$ cat src/rtl/pps_gen.sv
// One-pulse-per-second generator with a per-second length trim fed through a
// valid/ready adjust port; also emits a tick strobe, seconds count and toggle flag.
module pps_gen #(
    parameter int unsigned PERIOD  = 300000000,
    parameter int unsigned MAX_ADJ = 150000000
) (
    input  logic        clk,
    input  logic        rst,
    input  logic        en,
    input  logic [31:0] width,
    input  logic        adj_valid,
    output logic        adj_ready,
    input  logic [31:0] adj_val,
    output logic        pps_out,
    output logic        tick,
    output logic        flag,
    output logic [31:0] sec_cnt,
    output logic [31:0] phase
);

    typedef enum logic [1:0] {IDLE, HIGH, LOW} state_t;

    localparam logic signed [32:0] MAX_S    = 33'(MAX_ADJ);
    localparam logic signed [32:0] PERIOD_S = 33'(PERIOD);

    state_t      state, state_nx;
    logic        pending, pending_nx;
    logic [31:0] pending_adj, pending_adj_nx;
    logic [32:0] per_cur, per_cur_nx;
    logic [31:0] width_cur, width_cur_nx;
    logic        pps_nx, tick_nx, flag_nx;
    logic [31:0] sec_cnt_nx, phase_nx;

    logic               xfer;
    logic               start;
    logic signed [32:0] adj_ext, adj_clamped, per_sum;
    logic [32:0]        per_new;
    logic [31:0]        width_new;

    // Handshake: a value transfers on any edge where adj_valid && adj_ready;
    // adj_ready is simply "no adjustment outstanding".
    assign adj_ready = ~pending;

    always_comb begin
        xfer    = adj_valid && !pending;
        adj_ext = {pending_adj[31], pending_adj};
        if (adj_ext > MAX_S)
            adj_clamped = MAX_S;
        else if (adj_ext < -MAX_S)
            adj_clamped = -MAX_S;
        else
            adj_clamped = adj_ext;
        per_sum = PERIOD_S + adj_clamped;
        per_new = pending ? per_sum : PERIOD_S;
        // Keep at least one low cycle so the pulse never merges with the next tick.
        if ({1'b0, width} >= per_new)
            width_new = 32'(per_new - 33'd1);
        else
            width_new = width;
    end

    always_comb begin
        state_nx       = state;
        pps_nx         = pps_out;
        tick_nx        = 1'b0;
        flag_nx        = flag;
        sec_cnt_nx     = sec_cnt;
        phase_nx       = phase;
        per_cur_nx     = per_cur;
        width_cur_nx   = width_cur;
        pending_adj_nx = xfer ? adj_val : pending_adj;
        start          = 1'b0;

        case (state)
            IDLE: begin
                pps_nx   = 1'b0;
                phase_nx = 32'd0;
                if (en)
                    start = 1'b1;
            end
            HIGH: begin
                phase_nx = phase + 32'd1;
                if (phase == width_cur - 32'd1) begin
                    state_nx = LOW;
                    pps_nx   = 1'b0;
                end
            end
            LOW: begin
                phase_nx = phase + 32'd1;
                if ({1'b0, phase} == per_cur - 33'd1) begin
                    if (en) begin
                        start = 1'b1;
                    end else begin
                        state_nx = IDLE;
                        phase_nx = 32'd0;
                    end
                end
            end
            default: begin
                state_nx = IDLE;
                pps_nx   = 1'b0;
                phase_nx = 32'd0;
            end
        endcase

        if (start) begin
            tick_nx      = 1'b1;
            phase_nx     = 32'd0;
            flag_nx      = ~flag;
            sec_cnt_nx   = sec_cnt + 32'd1;
            per_cur_nx   = per_new;
            width_cur_nx = width_new;
            state_nx     = (width_new != 32'd0) ? HIGH : LOW;
            pps_nx       = (width_new != 32'd0);
        end

        // A transfer on a start edge is held for the following second.
        pending_nx = start ? xfer : (pending | xfer);
    end

    always_ff @(posedge clk or posedge rst) begin
        if (rst) begin
            state       <= IDLE;
            pps_out     <= 1'b0;
            tick        <= 1'b0;
            flag        <= 1'b0;
            sec_cnt     <= 32'd0;
            phase       <= 32'd0;
            per_cur     <= PERIOD_S;
            width_cur   <= 32'd0;
            pending     <= 1'b0;
            pending_adj <= 32'd0;
        end else begin
            state       <= state_nx;
            pps_out     <= pps_nx;
            tick        <= tick_nx;
            flag        <= flag_nx;
            sec_cnt     <= sec_cnt_nx;
            phase       <= phase_nx;
            per_cur     <= per_cur_nx;
            width_cur   <= width_cur_nx;
            pending     <= pending_nx;
            pending_adj <= pending_adj_nx;
        end
    end

endmodule
$ cat config.mk
export PLATFORM = sky130hd
export DESIGN_NAME = pps_gen
export DESIGN_NICKNAME = d
export VERILOG_FILES = /design/src/rtl/pps_gen.sv
export SDC_FILE = /design/constraint.sdc
export NUM_CORES = 1
export LEC_CHECK = 0
export BUFFER_PORTS_ARGS = -buffer_cell sky130_fd_sc_hd__buf_4
export CORE_AREA = 2 2 142 144
export DETAILED_ROUTE_END_ITERATION = 10
export DIE_AREA = 0 0 144 146
export GPL_TIMING_DRIVEN = 1
export MAX_ROUTING_LAYER = met4
export PLACE_DENSITY_LB_ADDON = 0.15
export REMOVE_ABC_BUFFERS = 1
export SYNTH_ARGS = -nofsm -noshare
export SYNTH_HDL_FRONTEND = slang
export SYNTH_SLANG_ARGS = --single-unit
$ cat constraint.sdc
create_clock -name clk -period 15.7 [get_ports clk]
set_input_delay 1.57 -clock clk [delete_from_list [all_inputs] [get_ports clk]]
set_output_delay 1.57 -clock clk [all_outputs]
set_load 0.03 [all_outputs]
# --- Word-level counts from Yosys, hierarchy flattened ---
# Index checks and enable logic that the tools add are counted.
# W data, S select, Z words.
word_totals:
  output_inout_bits: 68
  regBits: 167
classes:
  magnitude_cmp: 3
  muxes: 22
  n_reduce_logical: 6
  add_sub_neg: 6
  bitwise: 3
  eq_ne: 9
ops:
  columns: ["op", "count"]
  rows:
  - ["$mux W32", 4]
  - ["$mux W33", 3]
  - ["$add A32 B1 Y32 const B", 2]
  - ["$pmux W32 S2", 1]
  - ["$sub A32 B1 Y32 const B", 2]
  - ["$add A30 B33 Y33 const A", 1]
  - ["$eq A32 B33 Y1", 1]
  - ["$ge A32 B33 Y1", 1]
  - ["$sub A33 B1 Y33 const B", 1]
  - ["$eq A32 B32 Y1", 1]
  - ["$gt A32 B29 Y1 const B", 1]
  - ["$lt A32 B29 Y1 const B", 1]
  - ["$reduce_bool A32 Y1", 1]
  - ["$mux W2", 5]
  - ["$ne A3 B3 Y1 const B", 3]
  - ["$mux W1", 6]
  - ["$pmux W2 S3", 1]
  - ["$ne A2 B2 Y1 const B", 2]
  - ["$pmux W1 S2", 2]
  - ["$reduce_and A4 Y1", 1]
  - ["$eq A2 B1 Y1 const B", 1]
  - ["$eq A2 B2 Y1 const B", 1]
  - ["$logic_not A2 Y1", 1]
  - ["$not A1 Y1", 2]
  - ["other kinds (4)", 4]

# --- Longest topological paths before layout ---
# Gate-level depths: netlist of run 1.
logic_depth:
  ltp_word: 10
  ltp_mapped: 35

# --- Worst setup path after synthesis of run 1 ---
# No wires, ideal clock.
synth_path:
  path_kind: "register to register"
  start: "reg pending_adj[9]"
  end: "reg width_cur[12]"
  stages_incl_launch_ff: 34
  period_less_slack_ns: 8.670
  slack_ns: 7.030
  setup_ns: 0.133
  arrival_ns: 8.537
  required_time_ns: 15.567
  n_path_buf: 11
  path_cell_list: "dfrtp_1 -> buf_6 -> or3_1 -> or4_1 -> or4_1 -> buf_2 -> nand3_1 -> clkbuf_1 -> o2111ai_1 -> ha_1 -> clkbuf_1 -> buf_1 -> clkbuf_1 -> clkbuf_1 -> o21ai_0 -> ha_1 -> clkbuf_1 -> and4b_1 -> a21oi_1 -> o21ai_0 -> a2bb2oi_1 -> nor2_1 -> nor2_1 -> ha_1 -> nand4_1 -> or3_1 -> or4_1 -> or3_1 -> a31oi_1 -> clkbuf_1 -> buf_1 -> clkbuf_1 -> mux2i_1 -> o21ai_0"
synth_via:
  elab_chain_len: 7
  elab_cells_between_ends: 9
  classes_between: "add/sub: 2; order compare: 3; mux: 4"
synth_lines:
  columns: ["item", "line", "text"]
  rows:
  - ["start, declared", "28", "logic [31:0] pending_adj, pending_adj_nx;"]
  - ["start signal, assigned", "143", "pending_adj <= pending_adj_nx;"]
  - ["$lt A32 B29 Y1", "49", "else if (adj_ext < -MAX_S)"]
  - ["$mux W33", "49", null]
  - ["$mux W33 (*)", "47", "if (adj_ext > MAX_S)"]
  - ["$add A30 B33 Y33 (*)", "53", "per_sum = PERIOD_S + adj_clamped;"]
  - ["$mux W33 (*)", "54", "per_new = pending ? per_sum : PERIOD_S;"]
  - ["$sub A32 B1 Y32 / $ge A32 B33 Y1 (equally long branches)", "57, 56", null]
  - ["$mux W32 (*)", "56", "if ({1'b0, width} >= per_new)"]
  - ["end signal, assigned", "141", "width_cur <= width_cur_nx;"]
  - ["end, declared", "30", "logic [31:0] width_cur, width_cur_nx;"]
# Every way passes the cells marked *; elsewhere a longest branch is shown, timed or not.
# A chain may end at the register's enable or synchronous reset.

# --- Final worst setup path of run 1 ---
layout_path:
  start: "reg pending_adj[10]"
  end: "reg state[0]"
layout_via:
  elab_chain_len: 10
  elab_cells_between_ends: 12
  classes_between: "add/sub: 2; order compare: 3; mux: 6; reduce/logical: 1"
layout_lines:
  columns: ["item", "line", "text"]
  rows:
  - ["$lt A32 B29 Y1", "49", null]
  - ["$mux W33", "49", null]
  - ["$mux W33 (*)", "47", null]
  - ["$add A30 B33 Y33 (*)", "53", null]
  - ["$mux W33 (*)", "54", null]
  - ["$sub A32 B1 Y32 / $ge A32 B33 Y1 (equally long branches)", "57, 56", null]
  - ["$mux W32 (*)", "56", null]
  - ["$reduce_bool A32 Y1 (*)", "113", "state_nx = (width_new != 32'd0) ? HIGH : LOW;"]
  - ["$mux W2 (*)", "113", null]
  - ["$mux W2 (*)", "106", "if (start) begin"]
  - ["end signal, assigned", "134", "state <= state_nx;"]
  - ["end, declared", "26", "state_t state, state_nx;"]
# Marks and branches as above.

==> results.sh, run 1 <==
export IMPL_status="finished clean"
export IMPL_final_cell_mix="nand2_1 (167), dfrtp_1 (157), buf_4 (142)"
export IMPL_final_max_slew_viol_count=0
export IMPL_synth_ff_type="dfrtp_1"
export IMPL_cap_violations=0
export IMPL_synthesis_area_mm2=0.0125
export IMPL_holdWs_ns=0.480
export IMPL_synth_distinct_cells=79
export IMPL_crit_slowest_cell="a31oi_4"
export IMPL_area_delta_synth_final_pct=13.3
export IMPL_syn_inst=1498
export IMPL_max_slew_margin_pct=20.0
export IMPL_cts_tree="yes"
export IMPL_cts_htree_levels=4
export IMPL_gp_congestion=1.02
export IMPL_cp_buffers_inverters=2
export IMPL_n_antenna_cell=0
export IMPL_viasPerCell=6.33
export IMPL_grt_pass1_wl_mm=58.3
export IMPL_hpwl_mm=28.1
export IMPL_mostFrequentLayoutCell="nand2_1"
export IMPL_setup_worst_path_end_class="flip-flop"
export IMPL_pin_count=136
export IMPL_required_ns=16.01
export IMPL_placed_area_mm2=0.0136
export IMPL_crit_fanout=30
export IMPL_cts_buffers=17
export IMPL_core_area_mm2=0.0193
export IMPL_r2r_start="pending_adj[10]"
export IMPL_final_hold_viol_count=0
export IMPL_drive_gt1_share_pct=15.6
export IMPL_cts_path_max_buffers=2
export IMPL_drcViolationCount=0
export IMPL_pre_cts_ws_ns=6.50
export IMPL_cpLargestDelayFamily="simple AND/OR/NAND/NOR gates"
export IMPL_worstHoldPathType="reg2reg"
export IMPL_yosys_warnings=0
export IMPL_insertion_delay_ns=0.44
export IMPL_drtIter0Drc=911
export IMPL_synth_edff_count=0
export IMPL_ys_seq_area_share_pct=33.5
export IMPL_whs_path_depth=1
export IMPL_vias=11659
export IMPL_async_flop_share_pct=100
export IMPL_max_vdd_ir_drop_mv=0.157
export IMPL_grt_pass1_vias=10860
export IMPL_final_cell_area_mm2=0.0142
export IMPL_die_area_mm2=0.0210
export IMPL_grt_setup_unrepaired="false"
export IMPL_grt_max_degree=103
export IMPL_rr_endpoint="state[0]"
export IMPL_setup_violations=0
export IMPL_cts_resized=0
export IMPL_cp_arrival_ns=9.82
export IMPL_finalWorstSetupSlack_ns=6.19
export IMPL_skew_ns=0.0141
export IMPL_fin_setup_tns_ns=0
export IMPL_overflow=0
export IMPL_syn_avg_cell_area_um2=8.36
export IMPL_reg2reg_slack_ns=6.19
export IMPL_die_w_um=144
export IMPL_finalWirelength_mm=36.8
export IMPL_nNetsFinal=1675
export IMPL_crit_path_frequent_cell="ha_1"
export IMPL_final_util_pct=73.3
export IMPL_antenna_found_initial=0
export IMPL_grt_total_usage_pct=36.3
export IMPL_powerDensity_mw_per_mm2=195
export IMPL_r2r_cells=28
export IMPL_cts_setup_buffers=0
export IMPL_port_buffers=135
export IMPL_holdCritStartpoint="flag"
export IMPL_critPathKind="reg2reg"
export IMPL_fin_crit_sh_pct=60.6
export IMPL_ys_seq_elements=167
export IMPL_hold_path_end="flag"
export IMPL_hold_buffers=0
export IMPL_start_kind="flip-flop"
export IMPL_fmax_ghz=0.105
export IMPL_slowest_delay_ns=0.54
export IMPL_cts_sinks=167
export IMPL_ant_nets=0
export IMPL_firstDrtPassIters=6
export IMPL_clk_root_buffer_cell="clkbuf_16"
export IMPL_clk_pin_slew_worst_paths_ns=0.07
export IMPL_cellLeakagePower_uw=0.00593
export IMPL_start_util_pct=64.7
export IMPL_wl_per_cell_um=20.0
export IMPL_die_height_um=146
export IMPL_worst_pin_slew_ns=1.20
export IMPL_row_count=51
export IMPL_period_needed_ns=9.51
-- metrics by stage --
| stage | total power [uW] | std cells |
|---|---|---|
| 3_5_place_dp | 2280 | 1811 |
| 3_3_place_gp | 2250 | 1811 |
| 4_1_cts | 2730 | 1843 |
| 2_1_floorplan | 1840 | 1404 |
| 5_1_grt | 2960 | 1843 |
| 6_report | 2770 | 1843 |
-- area by class of cell --
class | instances | area (um^2)
Multi-Input combinational cell | 1192 | 7810
Tap cell | 265 | 332
Clock inverter | 13 | 151
Clock buffer | 19 | 453
Sequential cell | 167 | 4190
Timing Repair Buffer | 142 | 1070
Fill cell | 1552 | 5150
Inverter | 45 | 174
-- cell usage after synthesis, types with 10 or more instances --
master,instances,area [um^2]
nand2_1,167,627
dfrtp_1,157,3930
o21ai_0,119,596
nor2_1,110,413
xnor2_1,106,928
clkbuf_1,83,312
xor2_1,67,587
nand3_1,65,325
a21oi_1,51,255
nor3_1,48,240
inv_1,43,161
ha_1,42,526
nand4_1,38,238
mux2_2,32,360
nor4_1,31,194
mux2i_1,25,250
nor2b_1,22,138
and3_1,20,125
or3_1,17,106
or4_1,17,128
nand2b_1,15,93.8
o211ai_1,13,97.6
a31oi_1,11,68.8
dfstp_2,10,263
-- how the worst max path moves through the flow --
stage	from	endpoint	slack, ns	cells after the start
after floorplan	pending_adj[10]	pps_out	5.47	27
after global placement	pending_adj[10]	state[0]	6.83	28
after CTS	pending_adj[10]	state[0]	6.46	28
after global routing	pending_adj[10]	pps_out	5.55	28
final	pending_adj[10]	state[0]	6.19	28
after detailed placement	pending_adj[10]	state[0]	6.50	28
-- state kept, by name, summed over array words and instances, names as in the netlist --
signal,cells
pending,1
sec_cnt,32
flag,1
pps_out,1
width_cur,32
pending_adj,32
tick,1
state,2
per_cur,33
phase,32
-- routing by layer --
metal,global-route usage [%],wire (um),vias to the layer above,share of wire [%]
met5,-,0,-,0
met4,15.6,1550,0,4.2
met3,5.00,2420,101,6.6
met2,56.7,17400,522,47
met1,47.4,15400,5526,42
li1,-,-,5510,-
-- cell families (layout without fill, tap and decap cells) --
kind of cell / count (synthesis) / after routing / synth area share [%]
buffers and inverters: 139 / 219 / 4.33
muxes: 57 / 57 / 4.88
xor gates and xnor gates: 173 / 173 / 12.1
and+or+nand+nor: 624 / 624 / 26.1
DFF: 167 / 167 / 33.5
adders and majority gates: 42 / 42 / 4.20
AOI/OAI and AO/OA: 296 / 296 / 14.9
-- report_power, final --
group | switching [uW] | internal [uW]
logic | 921 | 578
clock network | 203 | 236
registers | 254 | 576
total | 1380 | 1390
Power figures use the tool's default switching activity.
==> run 2, diff against run 1 <==
--- a/config.mk
+++ b/config.mk
@@ -5,10 +5,11 @@
 export SDC_FILE = /design/constraint.sdc
 export NUM_CORES = 1
 export LEC_CHECK = 0
+export ABC_AREA = 1
 export BUFFER_PORTS_ARGS = -buffer_cell sky130_fd_sc_hd__buf_4
-export CORE_AREA = 2 2 142 144
+export CORE_AREA = 2 2 157 159
 export DETAILED_ROUTE_END_ITERATION = 10
-export DIE_AREA = 0 0 144 146
+export DIE_AREA = 0 0 159 161
 export GPL_TIMING_DRIVEN = 1
 export MAX_ROUTING_LAYER = met4
 export PLACE_DENSITY_LB_ADDON = 0.15
==> constraint.sdc (replaced) <==
create_clock -name clk -period 8.3 [get_ports clk]
set_input_delay 0.83 -clock clk [delete_from_list [all_inputs] [get_ports clk]]
set_output_delay 0.83 -clock clk [all_outputs]
set_load 0.03 [all_outputs]
==> results.sh, run 2 <==
export IMPL_area_delta_synth_final_pct=13.9
export IMPL_overflow=0
export IMPL_startpoint="pending_adj[9]"
export IMPL_fin_cells=2219
export IMPL_cts_sinks=167
export IMPL_period_needed_ns=7.13
export IMPL_port_buffers=135
export IMPL_worst_pin_slew_ns=0.995
export IMPL_die_area_mm2=0.0256
export IMPL_dp_cells=2187
export IMPL_hold_buffers=0
export IMPL_drcViolationCount=0
export IMPL_status="finished clean"
export IMPL_skew_ns=0.0115
export IMPL_grt_setup_unrepaired="false"
export IMPL_die_w_um=159
export IMPL_cts_buffers=17
export IMPL_critPathKind="reg2reg"
export IMPL_drtIter0Drc=816
export IMPL_hpwl_mm=25.5
export IMPL_cts_htree_levels=4
export IMPL_globalRouteMet2Util_pct=43.0
export IMPL_gp_congestion=0.973
export IMPL_max_slew_margin_pct=33.7
export IMPL_n_antenna_cell=0
export IMPL_async_flop_share_pct=100
export IMPL_final_cell_area_mm2=0.0147
export IMPL_syn_inst=1776
export IMPL_worstHoldPathType="in2async"
export IMPL_crit_slowest_cell="ha_1"
export IMPL_synth_top_area_share_pct=30.5
export IMPL_yosys_top_cells_count="nand2_1 (400), nor2_1 (264), dfrtp_1 (157), inv_1 (156), nand3_1 (115)"
export IMPL_grt_pass1_vias=10993
export IMPL_synth_most_common_cell="nand2_1"
export IMPL_powerDensity_mw_per_mm2=394
export IMPL_grt_pass1_wl_mm=54.2
export IMPL_ys_seq_area_share_pct=32.5
export IMPL_drive_gt1_share_pct=17.8
export IMPL_largest_register_ffs=33
export IMPL_finalWirelength_mm=32.5
export IMPL_wl_per_cell_um=14.7
export IMPL_grt_max_degree=119
export IMPL_fin_crit_sh_pct=85.9
export IMPL_setup_violations=0
export IMPL_synth_area_leaders="dfrtp_1 (30%), nand2_1 (12%), nor2_1 (7.7%)"
export IMPL_antenna_found_initial=0
export IMPL_final_max_slew_viol_count=0
export IMPL_grt_busiest_layer="met2"
export IMPL_ant_nets=0
export IMPL_clk_pin_slew_worst_paths_ns=0.07
export IMPL_nNetsFinal=1992
export IMPL_row_count=57
export IMPL_fmax_ghz=0.140
export IMPL_max_vdd_ir_drop_mv=0.188
export IMPL_final_cell_mix="nand2_1 (399), nor2_1 (264), dfrtp_1 (157)"
export IMPL_grt_total_usage_pct=26.7
export IMPL_firstDrtPassIters=5
export IMPL_synth_area_leader_cell="dfrtp_1"
export IMPL_required_ns=8.68
export IMPL_cp_arrival_ns=7.51
export IMPL_cap_violations=0
export IMPL_cts_path_max_buffers=2
export IMPL_fin_setup_tns_ns=0
export IMPL_cellLeakagePower_uw=0.00702
export IMPL_syn_avg_cell_area_um2=7.26
export IMPL_yosys_warnings=0
export IMPL_final_util_pct=61.3
export IMPL_die_height_um=161
export IMPL_viasPerCell=5.19
export IMPL_ys_seq_elements=167
export IMPL_mostFrequentLayoutCell="nand2_1"
export IMPL_use_met3_pct=3.26
export IMPL_setup_worst_path_end_class="flip-flop"
export IMPL_clk_root_buffer_cell="clkbuf_16"
export IMPL_pin_count=136
export IMPL_vias=11507
export IMPL_cts_setup_buffers=0
export IMPL_final_hold_viol_count=0
export IMPL_cts_tree="yes"
export IMPL_cts_resized=0
export IMPL_synthesis_area_mm2=0.0129
export IMPL_crit_fanout=38
export IMPL_synth_ff_type="dfrtp_1"
export IMPL_regMostFlops="per_cur"
export IMPL_synth_edff_count=0
export IMPL_placed_area_mm2=0.0140
export IMPL_r2r_start="pending_adj[9]"
export IMPL_core_area_mm2=0.0240
export IMPL_insertion_delay_ns=0.44
export IMPL_slowest_delay_ns=0.71
export IMPL_start_util_pct=53.8
export IMPL_met1_usage_pct=35.5
export IMPL_start_kind="flip-flop"
export IMPL_synth_distinct_cells=57
[run 2: changes by cell type in the layout (fill, tap and decap cells not counted), sizes merged, moves of 25 or more]
cell   delta
mux2i    -25
nand3    +64
o21ai    -25
inv     +132
xor2     +43
mux2     -30
nand2   +259
xnor2    -46
nor2    +202
[run 2: report_power, final]
| part | leakage [uW] | switching, uW | total (uW) | internal (uW) |
|---|---|---|---|---|
| clock | 0.000305 | 378 | 874 | 496 |
| sequential | 0.00210 | 280 | 1360 | 1080 |
| combinational | 0.00462 | 2390 | 3550 | 1170 |
[run 2: final cells by class]
cell class | instances | area [um^2]
clock inverter | 14 | 205
sequential | 167 | 4190
clock buffer | 18 | 439
fill | 2236 | 9280
inverter | 180 | 681
multi-input combinational | 1374 | 7690
timing repair buffer | 142 | 1070
tap | 324 | 405
[run 2: through the flow]
stage / total power, uW / hold WS [ns] / setup slack, ns
floorplan: 4020 / 0.472 / 2.63
global placement: 4800 / 0.462 / 1.40
detailed placement: 4880 / 0.488 / 1.23
CTS: 5780 / 0.445 / 1.20
global route: 6350 / 0.472 / 0.268
finish: 5790 / 0.426 / 1.17
[run 2: worst paths after layout]
check                                end  slack, ns  cells past startpoint
max reg2reg                     state[1]       1.17                     38
min in group clk                    flag       0.49                      1
max in group asynchronous  width_cur[13]       6.06                      4
min                          sec_cnt[30]       0.43                      2
max                             state[1]       1.17                     38
min reg2reg                         flag       0.49                      1
[run 2: kinds of logic (layout without fill, tap and decap cells)]
logic type | Yosys count | count (layout) | synth area share, %
and+or+nand+nor | 982 | 982 | 36.2
buffers and inverters | 235 | 354 | 7.86
AOI/OAI and AO/OA | 178 | 178 | 7.60
xor gates and xnor gates | 170 | 170 | 11.5
DFF | 167 | 167 | 32.5
adders and majority gates | 42 | 42 | 4.08
muxes | 2 | 2 | 0.175
[run 2: layer usage]
metal,wire length (um),share of wire (%)
met1,15100,47
met2,15300,47
met3,1310,4.0
met4,807,2.5
met5,0,0
[run 2: worst max-delay path, delay by kind of cell, from the launching register on]
family / cells / cell delay, ns
fa+ha+maj: 2 / 1.09
compound gates: 5 / 0.95
buf+inv: 4 / 0.96
flops: 1 / 0.38
simple gates: 27 / 3.69
